--- src/rtl/ra_2r1w_64x72_bist_pkg.sv ---
// Shared types and constants for the 2R1W 64x72 array march BIST.
// BIST_FAILLOG_EN adds the address field that the first-failure log needs.
package ra_2r1w_64x72_bist_pkg;

  localparam int ADR_W = 6;
  localparam int DAT_W = 72;
  localparam int CNT_W = 8;

  localparam logic [0:ADR_W-1] ADR_MAX = '1;
  localparam logic [0:CNT_W-1] CNT_MAX = '1;
  localparam logic [0:DAT_W-1] PAT_A   = {36{2'b10}};
  localparam logic [0:DAT_W-1] PAT_5   = {36{2'b01}};

  typedef enum logic [3:0] {
    ST_IDLE,
    ST_WR0,
    ST_TA0,
    ST_RD0,
    ST_WR1,
    ST_TA1,
    ST_RD1,
    ST_DRAIN,
    ST_DONE
  } bist_state_e;

  // One in-flight read: per-port valid and expected data.
  typedef struct packed {
    logic             vld0;
    logic [0:DAT_W-1] exp0;
    logic             vld1;
    logic [0:DAT_W-1] exp1;
`ifdef BIST_FAILLOG_EN
    logic [0:ADR_W-1] adr;
`endif
  } cmp_ent_t;

  typedef logic [CNT_W:0] cnt_sum_t;

  // Address bit ADR_W-1 is the LSB, so odd addresses get the 0101.. pattern.
  function automatic logic [0:DAT_W-1] pattern(logic [0:ADR_W-1] adr, logic inv);
    return (adr[ADR_W-1] ? PAT_5 : PAT_A) ^ {DAT_W{inv}};
  endfunction

  function automatic logic [0:CNT_W-1] sat_add(logic [0:CNT_W-1] cnt, logic f0, logic f1);
    cnt_sum_t sum;
    sum = cnt_sum_t'(cnt) + cnt_sum_t'(f0) + cnt_sum_t'(f1);
    return sum[CNT_W] ? CNT_MAX : sum[CNT_W-1:0];
  endfunction

endpackage

--- src/rtl/ra_2r1w_64x72_bist_if.sv ---
// Array-side port bundle between the BIST sequencer (master) and the 2R1W array wrapper (slave).
interface ra_2r1w_64x72_bist_if;
  import ra_2r1w_64x72_bist_pkg::*;

  logic             rd_enb_0;
  logic [0:ADR_W-1] rd_adr_0;
  logic [0:DAT_W-1] rd_dat_0;
  logic             rd_enb_1;
  logic [0:ADR_W-1] rd_adr_1;
  logic [0:DAT_W-1] rd_dat_1;
  logic             wr_enb_0;
  logic [0:ADR_W-1] wr_adr_0;
  logic [0:DAT_W-1] wr_dat_0;

  modport master (
    output rd_enb_0, rd_adr_0, rd_enb_1, rd_adr_1, wr_enb_0, wr_adr_0, wr_dat_0,
    input  rd_dat_0, rd_dat_1
  );

  modport slave (
    input  rd_enb_0, rd_adr_0, rd_enb_1, rd_adr_1, wr_enb_0, wr_adr_0, wr_dat_0,
    output rd_dat_0, rd_dat_1
  );
endinterface

--- src/rtl/ra_bist_cmp_pipe.sv ---
// Delays expected read data by RD_LAT cycles and compares it against both array read ports.
// BIST_FAILLOG_EN also carries the port-0 read address to the tail.
module ra_bist_cmp_pipe
  import ra_2r1w_64x72_bist_pkg::*;
#(
  parameter int RD_LAT = 2
) (
  input  logic             clk,
  input  logic             reset,
  input  cmp_ent_t         ent,
  input  logic [0:DAT_W-1] rd_dat_0,
  input  logic [0:DAT_W-1] rd_dat_1,
`ifdef BIST_FAILLOG_EN
  output logic [0:ADR_W-1] tail_adr,
`endif
  output logic             fail0,
  output logic             fail1
);

  cmp_ent_t pipe_q [RD_LAT];

  always_ff @(posedge clk) begin
    if (reset) begin
      // NOTE: this delay line is reset on purpose; stale valid bits would be counted after a mid-run reset.
      for (int i = 0; i < RD_LAT; i++) pipe_q[i] <= '0;
    end else begin
      pipe_q[0] <= ent;
      for (int i = 1; i < RD_LAT; i++) pipe_q[i] <= pipe_q[i-1];
    end
  end

  assign fail0 = pipe_q[RD_LAT-1].vld0 && (rd_dat_0 != pipe_q[RD_LAT-1].exp0);
  assign fail1 = pipe_q[RD_LAT-1].vld1 && (rd_dat_1 != pipe_q[RD_LAT-1].exp1);

`ifdef BIST_FAILLOG_EN
  assign tail_adr = pipe_q[RD_LAT-1].adr;
`endif

endmodule

--- src/rtl/ra_2r1w_64x72_bist.sv ---
// March BIST sequencer for the 2R1W 64x72 array: write P, read P on both ports, write ~P, read ~P.
// BIST_FAILLOG_EN adds fail_vld/fail_port/fail_adr/fail_dat capturing the first failing compare.
module ra_2r1w_64x72_bist
  import ra_2r1w_64x72_bist_pkg::*;
#(
  parameter int RD_LAT = 2
) (
  input  logic             clk,
  input  logic             reset,
  input  logic             start,
  output logic             busy,
  output logic             done,
  output logic             pass,
  output logic [0:CNT_W-1] fail_cnt,
`ifdef BIST_FAILLOG_EN
  output logic             fail_vld,
  output logic             fail_port,
  output logic [0:ADR_W-1] fail_adr,
  output logic [0:DAT_W-1] fail_dat,
`endif
  ra_2r1w_64x72_bist_if.master arr
);

  bist_state_e      state_q, state_d;
  logic [0:ADR_W-1] idx_q, idx_d;
  logic [7:0]       drain_q, drain_d;
  logic [0:CNT_W-1] fail_cnt_q;
  logic             start_ok;
  logic             inv;
  cmp_ent_t         ent;
  logic             fail0, fail1;
`ifdef BIST_FAILLOG_EN
  logic [0:ADR_W-1] tail_adr;
`endif

  assign start_ok = start && (state_q == ST_IDLE || state_q == ST_DONE);
  assign inv      = (state_q == ST_WR1 || state_q == ST_RD1);

  always_ff @(posedge clk) begin
    if (reset) begin
      state_q <= ST_IDLE;
      idx_q   <= '0;
      drain_q <= '0;
    end else begin
      // NOTE: sequential state uses <= so every register samples pre-edge values regardless of block order.
      state_q <= state_d;
      idx_q   <= idx_d;
      drain_q <= drain_d;
    end
  end

  always_comb begin
    // NOTE: every signal written here gets a default first, so no path through the case infers a latch.
    state_d      = state_q;
    idx_d        = idx_q;
    drain_d      = drain_q;
    arr.rd_enb_0 = 1'b0;
    arr.rd_adr_0 = '0;
    arr.rd_enb_1 = 1'b0;
    arr.rd_adr_1 = '0;
    arr.wr_enb_0 = 1'b0;
    arr.wr_adr_0 = '0;
    arr.wr_dat_0 = '0;
    ent          = '0;

    unique case (state_q)
      ST_IDLE, ST_DONE: begin
        if (start) begin
          state_d = ST_WR0;
          idx_d   = '0;
        end
      end
      ST_WR0, ST_WR1: begin
        arr.wr_enb_0 = 1'b1;
        arr.wr_adr_0 = idx_q;
        arr.wr_dat_0 = pattern(idx_q, inv);
        idx_d        = idx_q + ADR_W'(1);
        if (idx_q == ADR_MAX) state_d = (state_q == ST_WR0) ? ST_TA0 : ST_TA1;
      end
      ST_TA0: state_d = ST_RD0;
      ST_TA1: state_d = ST_RD1;
      ST_RD0, ST_RD1: begin
        // Port 1 walks the array top-down while port 0 walks bottom-up.
        arr.rd_enb_0 = 1'b1;
        arr.rd_adr_0 = idx_q;
        arr.rd_enb_1 = 1'b1;
        arr.rd_adr_1 = ADR_MAX - idx_q;
        ent.vld0     = 1'b1;
        ent.exp0     = pattern(idx_q, inv);
        ent.vld1     = 1'b1;
        ent.exp1     = pattern(ADR_MAX - idx_q, inv);
`ifdef BIST_FAILLOG_EN
        ent.adr      = idx_q;
`endif
        idx_d        = idx_q + ADR_W'(1);
        if (idx_q == ADR_MAX) begin
          state_d = (state_q == ST_RD0) ? ST_WR1 : ST_DRAIN;
          drain_d = '0;
        end
      end
      ST_DRAIN: begin
        drain_d = drain_q + 8'd1;
        if (drain_q == 8'(RD_LAT - 1)) state_d = ST_DONE;
      end
      default: state_d = ST_IDLE;
    endcase
  end

  ra_bist_cmp_pipe #(.RD_LAT(RD_LAT)) u_cmp (
    .clk      (clk),
    .reset    (reset),
    .ent      (ent),
    .rd_dat_0 (arr.rd_dat_0),
    .rd_dat_1 (arr.rd_dat_1),
`ifdef BIST_FAILLOG_EN
    .tail_adr (tail_adr),
`endif
    .fail0    (fail0),
    .fail1    (fail1)
  );

  always_ff @(posedge clk) begin
    if (reset || start_ok) fail_cnt_q <= '0;
    else                   fail_cnt_q <= sat_add(fail_cnt_q, fail0, fail1);
  end

`ifdef BIST_FAILLOG_EN
  // Port 0 wins a same-cycle tie; port 1's address is the mirror of port 0's.
  always_ff @(posedge clk) begin
    if (reset || start_ok) begin
      fail_vld  <= 1'b0;
      fail_port <= 1'b0;
      fail_adr  <= '0;
      fail_dat  <= '0;
    end else if (!fail_vld && (fail0 || fail1)) begin
      fail_vld  <= 1'b1;
      fail_port <= !fail0;
      fail_adr  <= fail0 ? tail_adr : ADR_MAX - tail_adr;
      fail_dat  <= fail0 ? arr.rd_dat_0 : arr.rd_dat_1;
    end
  end
`endif

  assign busy     = !(state_q == ST_IDLE || state_q == ST_DONE);
  assign done     = (state_q == ST_DONE);
  assign pass     = done && (fail_cnt_q == '0);
  assign fail_cnt = fail_cnt_q;

endmodule

--- src/flat_wrapper.sv ---
// flat-port wrapper written by rule: the top's interface ports become plain ports
module ra_2r1w_64x72_bist_flat import ra_2r1w_64x72_bist_pkg::*;
#(
  parameter int RD_LAT = 2
)
  (clk, reset, start, busy, done, pass, fail_cnt, arr_rd_enb_0, arr_rd_adr_0, arr_rd_enb_1, arr_rd_adr_1, arr_wr_enb_0, arr_wr_adr_0, arr_wr_dat_0, arr_rd_dat_0, arr_rd_dat_1);
  ra_2r1w_64x72_bist_if arr_i ();
  input  logic clk;
  input  logic reset;
  input  logic start;
  output logic busy;
  output logic done;
  output logic pass;
  output logic [0:CNT_W-1] fail_cnt;
  output wire logic [$bits(arr_i.rd_enb_0)-1:0] arr_rd_enb_0;
  output wire logic [$bits(arr_i.rd_adr_0)-1:0] arr_rd_adr_0;
  output wire logic [$bits(arr_i.rd_enb_1)-1:0] arr_rd_enb_1;
  output wire logic [$bits(arr_i.rd_adr_1)-1:0] arr_rd_adr_1;
  output wire logic [$bits(arr_i.wr_enb_0)-1:0] arr_wr_enb_0;
  output wire logic [$bits(arr_i.wr_adr_0)-1:0] arr_wr_adr_0;
  output wire logic [$bits(arr_i.wr_dat_0)-1:0] arr_wr_dat_0;
  input wire logic [$bits(arr_i.rd_dat_0)-1:0] arr_rd_dat_0;
  input wire logic [$bits(arr_i.rd_dat_1)-1:0] arr_rd_dat_1;
  assign arr_rd_enb_0 = arr_i.rd_enb_0;
  assign arr_rd_adr_0 = arr_i.rd_adr_0;
  assign arr_rd_enb_1 = arr_i.rd_enb_1;
  assign arr_rd_adr_1 = arr_i.rd_adr_1;
  assign arr_wr_enb_0 = arr_i.wr_enb_0;
  assign arr_wr_adr_0 = arr_i.wr_adr_0;
  assign arr_wr_dat_0 = arr_i.wr_dat_0;
  assign arr_i.rd_dat_0 = arr_rd_dat_0;
  assign arr_i.rd_dat_1 = arr_rd_dat_1;
  ra_2r1w_64x72_bist #(.RD_LAT(RD_LAT)) u_core (.clk(clk), .reset(reset), .start(start), .busy(busy), .done(done), .pass(pass), .fail_cnt(fail_cnt), .arr(arr_i));
endmodule
--- config.mk ---
export PLATFORM = sky130hd
export DESIGN_NAME = ra_2r1w_64x72_bist_flat
export DESIGN_NICKNAME = d
export VERILOG_FILES = /design/src/rtl/ra_2r1w_64x72_bist_pkg.sv /design/src/rtl/ra_2r1w_64x72_bist_if.sv /design/src/rtl/ra_bist_cmp_pipe.sv /design/src/rtl/ra_2r1w_64x72_bist.sv /design/src/flat_wrapper.sv
export SDC_FILE = /design/constraint.sdc
export NUM_CORES = 1
export LEC_CHECK = 0
export ABC_AREA = 1
export CELL_PAD_IN_SITES_DETAIL_PLACEMENT = 0
export CELL_PAD_IN_SITES_GLOBAL_PLACEMENT = 2
export CORE_AREA = 2 2 147 149
export CTS_BUF_LIST = sky130_fd_sc_hd__clkbuf_16
export CTS_CLUSTER_DIAMETER = 120
export DETAILED_ROUTE_END_ITERATION = 7
export DIE_AREA = 0 0 149 151
export PLACE_DENSITY_LB_ADDON = 0.3
export SLEW_MARGIN = 20
export SYNTH_ARGS = -nofsm -noshare
export SYNTH_HDL_FRONTEND = slang
export SYNTH_SLANG_ARGS = --single-unit
--- constraint.sdc ---
create_clock -name clk -period 9.1 [get_ports clk]
set_input_delay 1.82 -clock clk [delete_from_list [all_inputs] [get_ports clk]]
set_output_delay 1.82 -clock clk [all_outputs]
set_load 0.01 [all_outputs]
# Word-level counts from Yosys, hierarchy flattened
# Memory sizes are Yosys's and may differ from the RTL's.
# Index checks and enable logic that the tools add are counted.
dict set report op_classes {
  mux 26
  n_reduce_logical 19
  n_addsub 5
  eq_ne 16
  bitwise 4
}
# op n
set ops {}
lappend ops {{$mux 146} 3}
lappend ops {{$mux 72} 3}
lappend ops {{$ne 72x72->1} 2}
lappend ops {{$xor 72x72->72} 2}
lappend ops {{$mux 6} 4}
lappend ops {{$pmux 4 s6} 1}
lappend ops {{$eq 4x3->1 const B} 4}
lappend ops {{$mux 4} 4}
lappend ops {{$mux 8} 2}
lappend ops {{$pmux 8 s2} 1}
lappend ops {{$pmux 6 s2} 1}
lappend ops {{$add 8x1->9} 1}
lappend ops {{$add 9x1->9} 1}
lappend ops {{$add 8x1->8 const B} 1}
lappend ops {{$eq 4x2->1 const B} 2}
lappend ops {{$eq 8x1->1 const B} 1}
lappend ops {{$logic_not 8->1} 1}
lappend ops {{$add 6x1->6 const B} 1}
lappend ops {{$eq 6x6->1 const B} 1}
lappend ops {{$ne 2x1->1 const B} 3}
lappend ops {{$reduce_or 2->1} 3}
lappend ops {{$sub 6x6->6 const A} 1}
lappend ops {{$mux 1} 5}
lappend ops {{$eq 4x1->1 const B} 1}
lappend ops {{other kinds (13)} 21}
dict set report word_totals {
  n_memories 1
  ram_bits 292
  elab_cells 75
  inputBits 147
  ff_bits 26
  out_inout_bits 104
}
# memory depth width rd rd_clocked_by_memory_dff write_ports line_no
set memory_table {}
lappend memory_table {u_core.u_cmp.pipe_q 2 146 2 0 2 ra_bist_cmp_pipe.sv:20} ;# cmp_ent_t pipe_q [RD_LAT];

# Logic depth before layout (Yosys ltp)
# Gate-level depths: netlist of the first run.
# An unclocked memory read counts as a cell.
dict set report depth {
  depth_word 6
  ltp_mapped 17
  mapped_depth_nobuf 17
}

# By module
# Synthesis of the first run repeated with hierarchy kept, for this count alone.
dict set report unflattened {
  cells_unflattened 1722
  area_unflattened_um2 12590.8
}
# mod n_inst area_per_inst_um2 cells_per_inst seq_area_each_um2
set by_module_without_submodules {}
lappend by_module_without_submodules {ra_bist_cmp_pipe 1 10513.8 1412 5845.6}
lappend by_module_without_submodules {ra_2r1w_64x72_bist 1 2077.0 310 520.5}

# Worst setup path before layout of the first run
# No wires, ideal clock.
dict set report synth_timing {
  kind {register -> output}
  startpoint {register u_core.state_q[2]}
  endpoint {output arr_wr_dat_0[10]}
  path_stages_with_launch 10
  t_arrival_ns 2.656
  slack_ns 4.624
  required_ns 7.280
  path_buffers 1
  cell_sequence {dfxtp_1 > inv_2 > nor2_4 > nand2_2 > nand2_2 > inv_4 > nor2_1 > inv_1 > nor2_1 > buf_4}
}
dict set report synth_between {
  elab_chain_cells 4
}
# item line_no
set synth_rtl {}
lappend synth_rtl {{from (decl)} ra_2r1w_64x72_bist.sv:24} ;# bist_state_e state_q, state_d;
lappend synth_rtl {{from (signal assigned)} ra_2r1w_64x72_bist.sv:46} ;# state_q <= state_d;
lappend synth_rtl {{$eq 4x3->1, on equally long branches} {ra_2r1w_64x72_bist.sv:37, ra_2r1w_64x72_bist.sv:66}}
lappend synth_rtl {{$logic_or 1x1->1} ra_2r1w_64x72_bist.sv:37} ;# assign inv = (state_q == ST_WR1 || state_q == ST_RD1);
lappend synth_rtl {{$xor 72x72->72} ra_2r1w_64x72_bist_pkg.sv:41} ;# return (adr[ADR_W-1] ? PAT_5 : PAT_A) ^ {DAT_W{inv}};
lappend synth_rtl {{$mux 72 (*)} ra_2r1w_64x72_bist.sv:66} ;# unique case (state_q)
lappend synth_rtl {{to (decl)} flat_wrapper.sv:21} ;# output wire logic [$bits(arr_i.wr_dat_0)-1:0] arr_wr_dat_0;
# Every way passes the cells marked *; elsewhere a longest branch is shown, timed or not.

# Final worst setup path of the first run
dict set report layout_timing {
  startpoint {register u_core.state_q[3]}
  endpoint {output arr_wr_dat_0[50]}
}
# The elaborated chain is that of the path after synthesis.

==> impl_summary.txt, run 1 <==
----------------------------------------------------
[Synthesis]
  Count of synthesis-stage warnings from yosys ... 0
  Top post-synthesis cells by count ... 140 x sky130_fd_sc_hd__nand2_1, 135 x sky130_fd_sc_hd__nor2_1, 71 x sky130_fd_sc_hd__buf_4, 48 x sky130_fd_sc_hd__inv_1, 38 x sky130_fd_sc_hd__nand3_1
  Async set or reset register ratio after synthesis ... 0%
  Largest cells by area after synthesis ... sky130_fd_sc_hd__dfxtp_1 18%, sky130_fd_sc_hd__buf_4 15%, sky130_fd_sc_hd__nand2_1 15%, sky130_fd_sc_hd__nor2_1 15%, sky130_fd_sc_hd__nand3_1 5.4%
  Average footprint of a synthesized cell ... 5.82 um^2
  EDFF count, synth ... 0
  Number of unique standard cell types used by synthesis ... 39
  Post-synthesis cell count ... 600
  Number of storage elements in the synthesis netlist ... 32
  Top FF cell, synth ... sky130_fd_sc_hd__dfxtp_1
  Net count after synthesis ... 752
  Count leader, synth ... sky130_fd_sc_hd__nand2_1
  Syn Std Cell Area ... 3490 um^2
  Fraction of synthesized cell area taken by the top area cell type ... around 18%
  Post-synthesis sequential area ratio ... a little under a fifth
  Most area-hungry cell type in the Yosys netlist ... sky130_fd_sc_hd__dfxtp_1

[CTS]
  Number of buffers created by CTS ... 5
  Hold-fix buffers at CTS ... 0
  H-Tree Depth ... 2
  Total clock sinks ... 32
  Post-CTS Resized ... 0
  Clock-pin transition on the worst setup and hold timing paths ... approximately 0.05 ns
  Number of buffers added for setup after CTS ... 0
  Maximum clock path buffer count ... 2
  Clk root buf ... sky130_fd_sc_hd__clkbuf_16
  Clock latency of the later-clocked register in the worst-skew pair ... 0.27 ns
  CTS tree ... yes

[Timing]
  Transition time at the pin with the least slew margin ... 0.766 ns
  Final Hold Violating Endpoints ... 0
  Final-report setup violation count ... 0
  Worst slew margin relative to its limit ... between 40% and 50%
  Worst clock skew on the final layout ... around 0.0045 ns
  RSZ-0062 raised after global routing ... no
  Post-layout min period ... 4.45 ns
  Final Cycle Share ... 48.9%
  Slew Viols, Final ... 0
  Setup_tns ... 0 ns
  Maximum achievable frequency ... 0.225 GHz

[Global routing]
  Wire length of the first global-routing pass ... between 15000 and 20000 um
  GRT Overall Usage ... 10.8%
  Vias in the first global route ... between 3000 and 4000
  Antenna violations before repair ... 0
  Maximum number of pins on one net before global-route repair ... 37
  Global route total overflow ... 0

[Min path]
  Worst hold start ... u_core.u_cmp.pipe_q[0][72]
  Class of the tightest hold or removal check ... register to register
  Worst Hold End ... u_core.u_cmp.pipe_q[0][218]
  Number of stages on the worst hold path ... 2

[Placement]
  Post-DP HPWL ... about 11000 um
  Gp weighted congestion ... between 0.7 and 0.8
  Number of port buffers ... 250

[Floorplanning]
  Core region area ... 20800 um^2
  Initial core utilization ... 16.8%
  Row count ... 53
  I/O pin total ... 251
  Vertical die dimension ... roughly 150 um
  DIE AREA ... around 22000 um^2
  X dimension of the die ... 149 um

[Routing]
  Met3 routed wirelength ... 1480 um
  Sum of routed wire segments on met1 ... 6040 um
  Post-route DRC violation count ... 0
  Length of the first detailed-routing pass in iterations ... 5
  Average wire per standard cell ... ~12 um
  WL met2 ... 5520 um
  Number of routed nets with antenna violations ... 0
  Detailed Route WL ... between 10000 and 15000 um
  DR vias/cell ... 3.92
  Top Metal Used ... met4
  Initial DRC count ... approximately 140
  Vias after detailed routing ... 4136

[Finish]
  Filler Cells Inserted ... 2283
  Net count, final ... 932
  Antenna Diode Count ... 0
  Fraction of layout instances using a drive strength above 1 ... 4.99%
  Footprint of the multi-input gates ... 2070 um^2
  Sequential Area ... approximately 640 um^2
  Layout area overhead ... 70.4%

[Worst setup path]
  Critical path type ... register to output pin
  Worst Reg-to-Reg Cells ... 14
  Slack of the worst reg-to-reg path ... 6.17 ns
  Reg-to-reg startpoint ... u_core.u_cmp.pipe_q[0][289]
  Kind of start point of the critical path ... register
  Nature of the critical path endpoint ... output pin
  Arrival time reported for the critical path endpoint ... 2.63 ns
  Endpoint of the most critical register-to-register path ... u_core.fail_cnt[2]
  Maximum fanout count along the critical path ... 36
  Required @ worst endpoint ... 7.28 ns

[Pwr]
  Leakage ... between 2 and 2.5 nW
  PnR Total Power ... 1.12 mW
  Max VDD drop ... 0.000159 V
  Areal power density over the cells ... ~190 nW/um^2

[Run status]
  Outcome ... finished clean

[Job]
  Max-cap violations ... 0

----------------------------------------------------
## critical path, stage by stage, from the launching register on
cell                              delay, ns
sky130_fd_sc_hd__dfxtp_1               0.35
sky130_fd_sc_hd__inv_2                 0.11
sky130_fd_sc_hd__nand3_1               0.10
sky130_fd_sc_hd__nand2_2               0.16
sky130_fd_sc_hd__inv_4                 0.08
sky130_fd_sc_hd__nor2_1                0.16
sky130_fd_sc_hd__inv_1                 0.20
sky130_fd_sc_hd__nor2_4                0.54
sky130_fd_sc_hd__clkdlybuf4s50_1       0.66
## layout make-up
class,count,area share [%]
Inverter,60,3.91
Multi-Input combinational cell,431,34.7
Clock inverter,3,0.714
Sequential cell,32,10.8
Clock buffer,5,2.10
Tap cell,275,5.78
Timing Repair Buffer,250,42.0
## through the flow
step / setup WS, ns / hold WS (ns) / cells / util (%) / cell area [um^2]
6_report: 4.65 / 0.406 / 1056 / 28.6 / 5960
3_3_place_gp: 4.65 / 0.397 / 1048 / 27.7 / 5780
2_1_floorplan: 4.62 / 0.388 / 600 / - / 3490
5_1_grt: 4.43 / 0.422 / 1056 / 28.6 / 5960
3_5_place_dp: 4.59 / 0.399 / 1048 / 27.7 / 5780
4_1_cts: 4.24 / 0.406 / 1056 / 28.6 / 5950
## sequential cells by signal, summed over array words and instances, names as in the netlist
register             count
u_core.drain_q           8
u_core.fail_cnt          8
u_core.idx_q             6
u_core.u_cmp.pipe_q      6
u_core.state_q           4
## worst max path at each step
stage                       from                to  slack (ns)  cells after the start
4_1_cts        u_core.state_q[3]  arr_wr_dat_0[51]        4.24                      8
5_1_grt        u_core.state_q[3]  arr_wr_dat_0[63]        4.43                      8
6_report       u_core.state_q[3]  arr_wr_dat_0[50]        4.65                      8
3_5_place_dp   u_core.state_q[3]  arr_wr_dat_0[51]        4.59                      8
3_3_place_gp   u_core.state_q[3]  arr_wr_dat_0[11]        4.65                      8
2_1_floorplan  u_core.state_q[2]  arr_wr_dat_0[10]        4.62                      9
## logic make-up (layout without fill, tap and decap cells)
| logic type | after synthesis | after routing | share of synthesized area (%) |
|---|---|---|---|
| flops | 32 | 32 | 18.3 |
| simple gates | 384 | 384 | 49.6 |
| xor+xnor | 5 | 5 | 1.25 |
| compound gates | 37 | 37 | 5.87 |
| fa+ha+maj | 5 | 5 | 2.01 |
| buf+inv | 137 | 318 | 22.9 |
## layer usage
layer	vias up	GRT usage [%]
met5	-	0
met4	0	2.29
met3	6	3.10
met2	208	17.9
met1	1745	13.9
li1	2177	-
## power breakdown
part           switching, mW  internal, mW
Combinational          0.355         0.407
Clock                 0.0615         0.128
Sequential            0.0161         0.155
## cell usage in the layout (no fill, tap or decap), drive strengths merged, types with 4 or more instances in the layout
master	netlist	routed
nand4	7	7
dfxtp	32	32
nand2	147	147
nand3b	14	14
o21ai	13	13
inv	59	59
clkdlybuf4s50	0	250
nor3	22	22
ha	4	4
nand3	39	39
clkbuf	1	5
nor2	141	141
xor2	4	4
a21oi	19	19
or2	13	13
No activity file was read; power rests on OpenSTA's default activity.
==> run 2, diff against run 1 <==
--- a/config.mk
+++ b/config.mk
@@ -8,11 +8,11 @@
 export ABC_AREA = 1
 export CELL_PAD_IN_SITES_DETAIL_PLACEMENT = 0
 export CELL_PAD_IN_SITES_GLOBAL_PLACEMENT = 2
-export CORE_AREA = 2 2 147 149
+export CORE_AREA = 2 2 161 163
 export CTS_BUF_LIST = sky130_fd_sc_hd__clkbuf_16
 export CTS_CLUSTER_DIAMETER = 120
 export DETAILED_ROUTE_END_ITERATION = 7
-export DIE_AREA = 0 0 149 151
+export DIE_AREA = 0 0 163 165
 export PLACE_DENSITY_LB_ADDON = 0.3
 export SLEW_MARGIN = 20
 export SYNTH_ARGS = -nofsm -noshare
==> constraint.sdc (replaced) <==
create_clock -name clk -period 4 [get_ports clk]
set_input_delay 0.8 -clock clk [delete_from_list [all_inputs] [get_ports clk]]
set_output_delay 0.8 -clock clk [all_outputs]
set_load 0.01 [all_outputs]
==> impl_summary.txt, run 2 (synthesis gave the netlist of run 1 again) <==
----------------------------------------------------
[Timing]
  RSZ-0062 raised after global routing ... no (unchanged)
  Slew Viols, Final ... 0 (unchanged)
  Final Cycle Share ... between 80 and 90%
  Worst slew margin relative to its limit ... 45.0% (was 48.9%)
  Worst Hold Slack ... 0.408 ns (was 0.406 ns)
  Final Hold Violating Endpoints ... 0 (unchanged)
  PnR worst setup slack ... 0.692 ns (was 4.65 ns)
  Maximum achievable frequency ... about 0.30 GHz
  Final-report setup violation count ... 0 (unchanged)
  Setup_tns ... 0 ns (unchanged)
  Worst clock skew on the final layout ... 0.00332 ns (was 0.00451 ns)
  Transition time at the pin with the least slew margin ... 0.823 ns (was 0.766 ns)
  Post-layout min period ... 3.31 ns

[Min path]
  Number of stages on the worst hold path ... 2 (unchanged)
  Worst hold start ... u_core.u_cmp.pipe_q[0][144] (was u_core.u_cmp.pipe_q[0][72])
  Worst Hold End ... u_core.u_cmp.pipe_q[0][290] (was u_core.u_cmp.pipe_q[0][218])
  Class of the tightest hold or removal check ... register to register (unchanged)

[Global routing]
  Global route total overflow ... 0 (unchanged)
  Antenna violations before repair ... 0 (unchanged)
  Vias in the first global route ... 3955 (unchanged)
  Maximum number of pins on one net before global-route repair ... 37 (unchanged)
  GRT Overall Usage ... 9.65% (was 10.8%)
  Wire length of the first global-routing pass ... 20500 um (was 19500 um)

[CTS]
  Total clock sinks ... 32 (unchanged)
  Hold-fix buffers at CTS ... 0 (unchanged)
  CTS tree ... yes (unchanged)
  Number of buffers added for setup after CTS ... 0 (unchanged)
  Clock latency of the later-clocked register in the worst-skew pair ... 0.28 ns (was 0.27 ns)
  Clk root buf ... sky130_fd_sc_hd__clkbuf_16 (unchanged)
  Number of buffers created by CTS ... 5 (unchanged)
  Clock-pin transition on the worst setup and hold timing paths ... 0.06 ns (was 0.05 ns)
  Post-CTS Resized ... 0 (unchanged)
  Maximum clock path buffer count ... 2 (unchanged)
  H-Tree Depth ... 2 (unchanged)

[Routing]
  Post-route DRC violation count ... 0 (unchanged)
  Average wire per standard cell ... 12.5 um (was 12.4 um)
  Vias after detailed routing ... 4050 (was 4136)
  Detailed Route WL ... 13900 um (was 13100 um)
  DR vias/cell ... 3.64 (was 3.92)
  Initial DRC count ... 147 (was 143)
  Length of the first detailed-routing pass in iterations ... 5 (unchanged)
  Number of routed nets with antenna violations ... 0 (unchanged)

[Finish]
  Layout area overhead ... 72.8% (was 70.4%)
  Filler Cells Inserted ... 2795 (was 2283)
  Most frequent standard cell in the layout excluding fill and tap cells ... sky130_fd_sc_hd__clkdlybuf4s50_1 (unchanged)
  Fraction of layout instances using a drive strength above 1 ... 5.36% (was 4.99%)
  Sequential Area ... 641 um^2 (unchanged)
  Antenna Diode Count ... 0 (unchanged)
  Commonest cells after routing, fill and taps aside ... 250 x sky130_fd_sc_hd__clkdlybuf4s50_1, 140 x sky130_fd_sc_hd__nand2_1, 133 x sky130_fd_sc_hd__nor2_1, 48 x sky130_fd_sc_hd__inv_1, 38 x sky130_fd_sc_hd__nand3_1 (unchanged)
  Footprint of the multi-input gates ... 2060 um^2 (was 2070 um^2)
  Net count, final ... 935 (was 932)

[Floorplanning]
  X dimension of the die ... 163 um (was 149 um)
  DIE AREA ... 26900 um^2 (was 22500 um^2)
  Initial core utilization ... 14.0% (was 16.8%)
  Row count ... 58 (was 53)
  Core region area ... 25000 um^2 (was 20800 um^2)
  Vertical die dimension ... 165 um (was 151 um)
  I/O pin total ... 251 (unchanged)

[Job]
  Max-cap violations ... 0 (unchanged)

[Worst setup path]
  Maximum fanout count along the critical path ... 36 (unchanged)
  Worst Reg-to-Reg Cells ... 15 (was 14)
  Nature of the critical path endpoint ... output pin (unchanged)
  Critical path type ... register to output pin (unchanged)
  Endpoint of the most critical register-to-register path ... u_core.fail_cnt[2] (unchanged)
  Reg-to-reg startpoint ... u_core.u_cmp.pipe_q[0][289] (unchanged)
  Slack of the worst reg-to-reg path ... 1.13 ns (was 6.17 ns)
  Kind of start point of the critical path ... register (unchanged)
  Arrival time reported for the critical path endpoint ... 2.51 ns (was 2.63 ns)
  Required @ worst endpoint ... 3.20 ns (was 7.28 ns)

[Placement]
  Post-DP HPWL ... 11500 um (was 10700 um)
  Number of port buffers ... 250 (unchanged)
  Gp weighted congestion ... 0.724 (was 0.758)
  Pre-CTS worst setup slack ... 0.673 ns (was 4.59 ns)

[Pwr]
  Cell internal power dissipation ... 1.58 mW (was 0.691 mW)
  Leakage ... 2.37 nW (was 2.36 nW)
  Areal power density over the cells ... 428 nW/um^2 (was 189 nW/um^2)
  PnR Total Power ... 2.58 mW (was 1.12 mW)
  Net switching power figure ... 1.00 mW (was 0.432 mW)
  Proportion of power drawn by flip-flops and latches ... 15.1% (was 15.3%)
  Share of total power in the clock network ... 17.1% (was 16.9%)
  Max VDD drop ... 0.000385 V (was 0.000159 V)
  Switching share of power ... 38.8% (was 38.5%)
  Relative contribution of combinational cells to total power ... 67.8% (about the same)

[Run status]
  Outcome ... finished clean (unchanged)

----------------------------------------------------
[run 2: routing by layer]
layer | wire length [um] | vias up | global-route usage, %
li1 | - | 2178 | -
met1 | 6360 | 1675 | 12.1
met2 | 5870 | 192 | 16.0
met3 | 1610 | 5 | 3.62
met4 | 78 | 0 | 1.57
met5 | 0 | - | 0
[run 2: per-stage QoR]
stage | cells | instance area, um^2 | util, %
6_report | 1114 | 6040 | 24.1
5_1_grt | 1114 | 6040 | 24.1
4_1_cts | 1114 | 6040 | 24.1
3_5_place_dp | 1106 | 5870 | 23.4
3_3_place_gp | 1106 | 5870 | 23.4
2_1_floorplan | 600 | 3490 | -
[run 2: critical path: stages, from the launching register on]
cell and delay, ns:
sky130_fd_sc_hd__dfxtp_1 0.32, sky130_fd_sc_hd__inv_2 0.07, sky130_fd_sc_hd__nor2_4 0.10, sky130_fd_sc_hd__nand2_2 0.08, sky130_fd_sc_hd__nand2_2 0.16, sky130_fd_sc_hd__inv_4 0.08
sky130_fd_sc_hd__nor2_1 0.17, sky130_fd_sc_hd__inv_1 0.19, sky130_fd_sc_hd__nor2_2 0.11, sky130_fd_sc_hd__buf_4 0.31, sky130_fd_sc_hd__clkdlybuf4s50_1 0.62
[run 2: cell type report]
cell class                      count  area share (%)
Inverter                           60            3.85
Clock buffer                        5            2.07
Clock inverter                      3           0.705
Multi-Input combinational cell    431            34.1
Sequential cell                    32            10.6
Timing Repair Buffer              253            41.8
Tap cell                          330            6.84
[run 2: worst max path at each step]
| stage | from | to | cells past startpoint |
|---|---|---|---|
| floorplan | u_core.state_q[2] | arr_wr_dat_0[10] | 9 |
| global placement | arr_rd_dat_1[53] | u_core.fail_cnt[2] | 15 |
| detailed placement | arr_rd_dat_1[53] | u_core.fail_cnt[2] | 15 |
| CTS | u_core.state_q[2] | arr_wr_dat_0[11] | 10 |
| global route | u_core.state_q[2] | arr_wr_dat_0[15] | 10 |
| finish | u_core.state_q[2] | arr_wr_dat_0[11] | 10 |
[run 2: power by group through the flow]
stage	Sequential, mW	Clock (mW)	Combinational, mW
detailed placement	0.398	0	1.78
floorplan	0.385	0	1.19
CTS	0.391	0.455	1.80
finish	0.390	0.441	1.75
global placement	0.398	0	1.80
global route	0.395	0.468	1.89
==> run 3, diff against run 2 <==
--- a/config.mk
+++ b/config.mk
@@ -8,11 +8,11 @@
 export ABC_AREA = 1
 export CELL_PAD_IN_SITES_DETAIL_PLACEMENT = 0
 export CELL_PAD_IN_SITES_GLOBAL_PLACEMENT = 2
-export CORE_AREA = 2 2 161 163
+export CORE_AREA = 2 2 151 153
 export CTS_BUF_LIST = sky130_fd_sc_hd__clkbuf_16
 export CTS_CLUSTER_DIAMETER = 120
 export DETAILED_ROUTE_END_ITERATION = 7
-export DIE_AREA = 0 0 163 165
+export DIE_AREA = 0 0 153 155
 export PLACE_DENSITY_LB_ADDON = 0.3
 export SLEW_MARGIN = 20
 export SYNTH_ARGS = -nofsm -noshare
==> constraint.sdc (replaced) <==
create_clock -name clk -period 3.3 [get_ports clk]
set_input_delay 0.66 -clock clk [delete_from_list [all_inputs] [get_ports clk]]
set_output_delay 0.66 -clock clk [all_outputs]
set_load 0.01 [all_outputs]
==> impl_summary.txt, run 3 (synthesis gave the netlist of run 1 again) <==
----------------------------------------------------
[Global routing]
  Antenna violations before repair ... 0 (unchanged)
  Met3 track demand over resource in global routing ... 1.70% (was 3.62%)
  Met2 capacity usage during global routing ... 18.6% (was 16.0%)
  GRT Overall Usage ... 10.8% (was 9.65%)
  Most Used Layer, Global Route ... met2 (unchanged)
  Wire length of the first global-routing pass ... 20900 um (was 20500 um)
  Global-route track usage on met1 ... 14.5% (was 12.1%)
  Maximum number of pins on one net before global-route repair ... 37 (unchanged)
  Global route total overflow ... 0 (unchanged)
  Vias in the first global route ... 4057 (was 3955)

[Timing]
  Final-report setup violation count ... 0 (unchanged)
  Transition time at the pin with the least slew margin ... 0.689 ns (was 0.823 ns)
  Maximum achievable frequency ... about 0.32 GHz
  Slew Viols, Final ... 0 (unchanged)
  Worst slew margin relative to its limit ... 54.0% (was 45.0%)
  PnR worst setup slack ... 0.205 ns (was 0.692 ns)
  RSZ-0062 raised after global routing ... no (unchanged)
  Setup_tns ... 0 ns (unchanged)
  Post-layout min period ... 3.09 ns
  Final Hold Violating Endpoints ... 0 (unchanged)
  Worst clock skew on the final layout ... 0.00638 ns (was 0.00332 ns)
  Final Cycle Share ... 93.8%

[Routing]
  Vias after detailed routing ... 4017 (was 4050)
  Initial DRC count ... 189 (was 147)
  Number of routed nets with antenna violations ... 0 (unchanged)
  Detailed Route WL ... 13400 um (was 13900 um)
  Length of the first detailed-routing pass in iterations ... 4 (was 5)
  Post-route DRC violation count ... 0 (unchanged)
  DR vias/cell ... 3.75 (was 3.64)
  Average wire per standard cell ... 12.5 um (about the same)

[Finish]
  Layout area overhead ... 72.0% (was 72.8%)
  Antenna Diode Count ... 0 (unchanged)
  Final Util ... 27.0% (was 24.1%)
  Commonest cells after routing, fill and taps aside ... 250 x sky130_fd_sc_hd__clkdlybuf4s50_1, 140 x sky130_fd_sc_hd__nand2_1, 133 x sky130_fd_sc_hd__nor2_1, 48 x sky130_fd_sc_hd__inv_1, 38 x sky130_fd_sc_hd__nand3_1 (unchanged)
  Fraction of layout instances using a drive strength above 1 ... 5.35% (was 5.36%)
  Most frequent standard cell in the layout excluding fill and tap cells ... sky130_fd_sc_hd__clkdlybuf4s50_1 (unchanged)
  Net count, final ... 936 (was 935)

[Worst setup path]
  Maximum fanout count along the critical path ... 36 (unchanged)
  Worst Reg-to-Reg Cells ... 15 (unchanged)
  Critical path type ... register to output pin (unchanged)
  Crit-path slowest cell ... sky130_fd_sc_hd__clkdlybuf4s50_1 (unchanged)
  Endpoint of the most critical register-to-register path ... u_core.fail_cnt[1] (was u_core.fail_cnt[2])
  Critical path's top delay family ... buffers and inverters (unchanged)
  Reg-to-reg startpoint ... u_core.u_cmp.pipe_q[0][289] (unchanged)
  CP cell instances ... inv_2 > nor2_4 > nand2_2 > nand2_2 > inv_4 > nor2_1 > inv_1 > nor2_2 > buf_12 > clkdlybuf4s50_1 (was inv_2 > nor2_4 > nand2_2 > nand2_2 > inv_4 > nor2_1 > inv_1 > nor2_2 > buf_4 > clkdlybuf4s50_1)
  Nature of the critical path endpoint ... output pin (unchanged)
  Required @ worst endpoint ... 2.64 ns (was 3.20 ns)
  Arrival time reported for the critical path endpoint ... 2.43 ns (was 2.51 ns)
  Most common cell type on the critical path ... sky130_fd_sc_hd__nand2_2 (unchanged)
  CP peak stage delay ... 0.56 ns (was 0.62 ns)
  Slack of the worst reg-to-reg path ... 0.48 ns (was 1.13 ns)
  Buffers & Inverters on Critical Path ... 5 (unchanged)
  Kind of start point of the critical path ... register (unchanged)

[Job]
  Max-cap violations ... 0 (unchanged)

[Floorplanning]
  X dimension of the die ... 153 um (was 163 um)
  I/O pin total ... 251 (unchanged)
  Core region area ... 22200 um^2 (was 25000 um^2)
  Row count ... 55 (was 58)
  DIE AREA ... 23700 um^2 (was 26900 um^2)
  Initial core utilization ... 15.7% (was 14.0%)
  Vertical die dimension ... 155 um (was 165 um)

[Placement]
  Gp weighted congestion ... 0.752 (was 0.724)
  Number of port buffers ... 250 (unchanged)
  Pre-CTS worst setup slack ... 0.0253 ns (was 0.673 ns)
  Post-DP HPWL ... 11200 um (was 11500 um)

[CTS]
  H-Tree Depth ... 2 (unchanged)
  Total clock sinks ... 32 (unchanged)
  CTS tree ... yes (unchanged)
  Clock-pin transition on the worst setup and hold timing paths ... 0.05 ns (was 0.06 ns)
  Maximum clock path buffer count ... 2 (unchanged)
  Clock latency of the later-clocked register in the worst-skew pair ... 0.28 ns (about the same)
  Clk root buf ... sky130_fd_sc_hd__clkbuf_16 (unchanged)
  Number of buffers created by CTS ... 5 (unchanged)

[Pwr]
  Areal power density over the cells ... 523 nW/um^2 (was 428 nW/um^2)
  Max VDD drop ... 0.000351 V (was 0.000385 V)
  PnR Total Power ... 3.14 mW (was 2.58 mW)
  Leakage ... 2.38 nW (was 2.37 nW)

[Min path]
  Class of the tightest hold or removal check ... register to register (unchanged)
  Worst hold start ... u_core.u_cmp.pipe_q[0][144] (unchanged)
  Worst Hold End ... u_core.u_cmp.pipe_q[0][290] (unchanged)
  Number of stages on the worst hold path ... 2 (unchanged)

[Run status]
  Outcome ... finished clean (unchanged)

----------------------------------------------------
==> run 3: cell type report <==
class	instances	area, um^2
multi-input cells	431	2060
inverters	60	233
repair buffers	254	2560
well taps	285	357
fillers	2496	16200
clock inverters	3	37.5
clock buffers	5	125
flip-flops and latches	32	642
==> run 3: worst reg2reg max path: stages (launching register included) <==
cell,delay [ns]
sky130_fd_sc_hd__dfxtp_1,0.76
sky130_fd_sc_hd__or2_1,0.20
sky130_fd_sc_hd__nor2_1,0.05
sky130_fd_sc_hd__nand2_1,0.04
sky130_fd_sc_hd__nand2_1,0.05
sky130_fd_sc_hd__nand2_1,0.06
sky130_fd_sc_hd__nor2_1,0.05
sky130_fd_sc_hd__nand3_1,0.10
sky130_fd_sc_hd__nand2_1,0.08
sky130_fd_sc_hd__fa_1,0.38
sky130_fd_sc_hd__inv_1,0.08
sky130_fd_sc_hd__ha_1,0.18
sky130_fd_sc_hd__nand2_1,0.07
sky130_fd_sc_hd__nor2_1,0.26
sky130_fd_sc_hd__a21oi_1,0.11
sky130_fd_sc_hd__a311oi_1,0.26
==> run 3: report_power, final <==
| group | internal (mW) | leakage [nW] | switching [mW] | total (mW) |
|---|---|---|---|---|
| Combinational | 1.17 | 2.04 | 0.980 | 2.15 |
| Sequential | 0.428 | 0.260 | 0.0423 | 0.471 |
| Clock | 0.351 | 0.0789 | 0.168 | 0.519 |
==> run 3: timing repair <==
| item | in CTS | in global routing |
|---|---|---|
| endpoints found under the setup margin | 0 | 6 |
| buffers inserted | 0 | 0 |
| resized for setup | 0 | 1 |
| endpoints found under the hold margin | 0 | 0 |
| hold buffers | 0 | 0 |
==> run 3: worst max-delay path by stage <==
stage	start	to	cells past startpoint
after floorplan	u_core.state_q[2]	arr_wr_dat_0[10]	9
after global placement	arr_rd_dat_0[49]	u_core.fail_cnt[2]	15
after detailed placement	arr_rd_dat_0[49]	u_core.fail_cnt[2]	15
after CTS	u_core.state_q[3]	arr_wr_dat_0[8]	9
after global routing	u_core.state_q[3]	arr_wr_dat_0[4]	9
final	u_core.state_q[2]	arr_wr_dat_0[8]	10
==> run 3: routing by layer <==
layer | wire length [um] | vias to the layer above
met1 | 6360 | 1678
met5 | 0 | -
met2 | 6140 | 158
met3 | 825 | 6
met4 | 82 | 0
li1 | - | 2175
==> run 3: per-stage QoR <==
stage	cells	cell area [um^2]	hold WS, ns
3_3_place_gp	1062	5850	0.393
2_1_floorplan	600	3500	0.388
4_1_cts	1070	6010	0.401
3_5_place_dp	1062	5850	0.393
5_1_grt	1070	6010	0.422
6_report	1070	6010	0.394
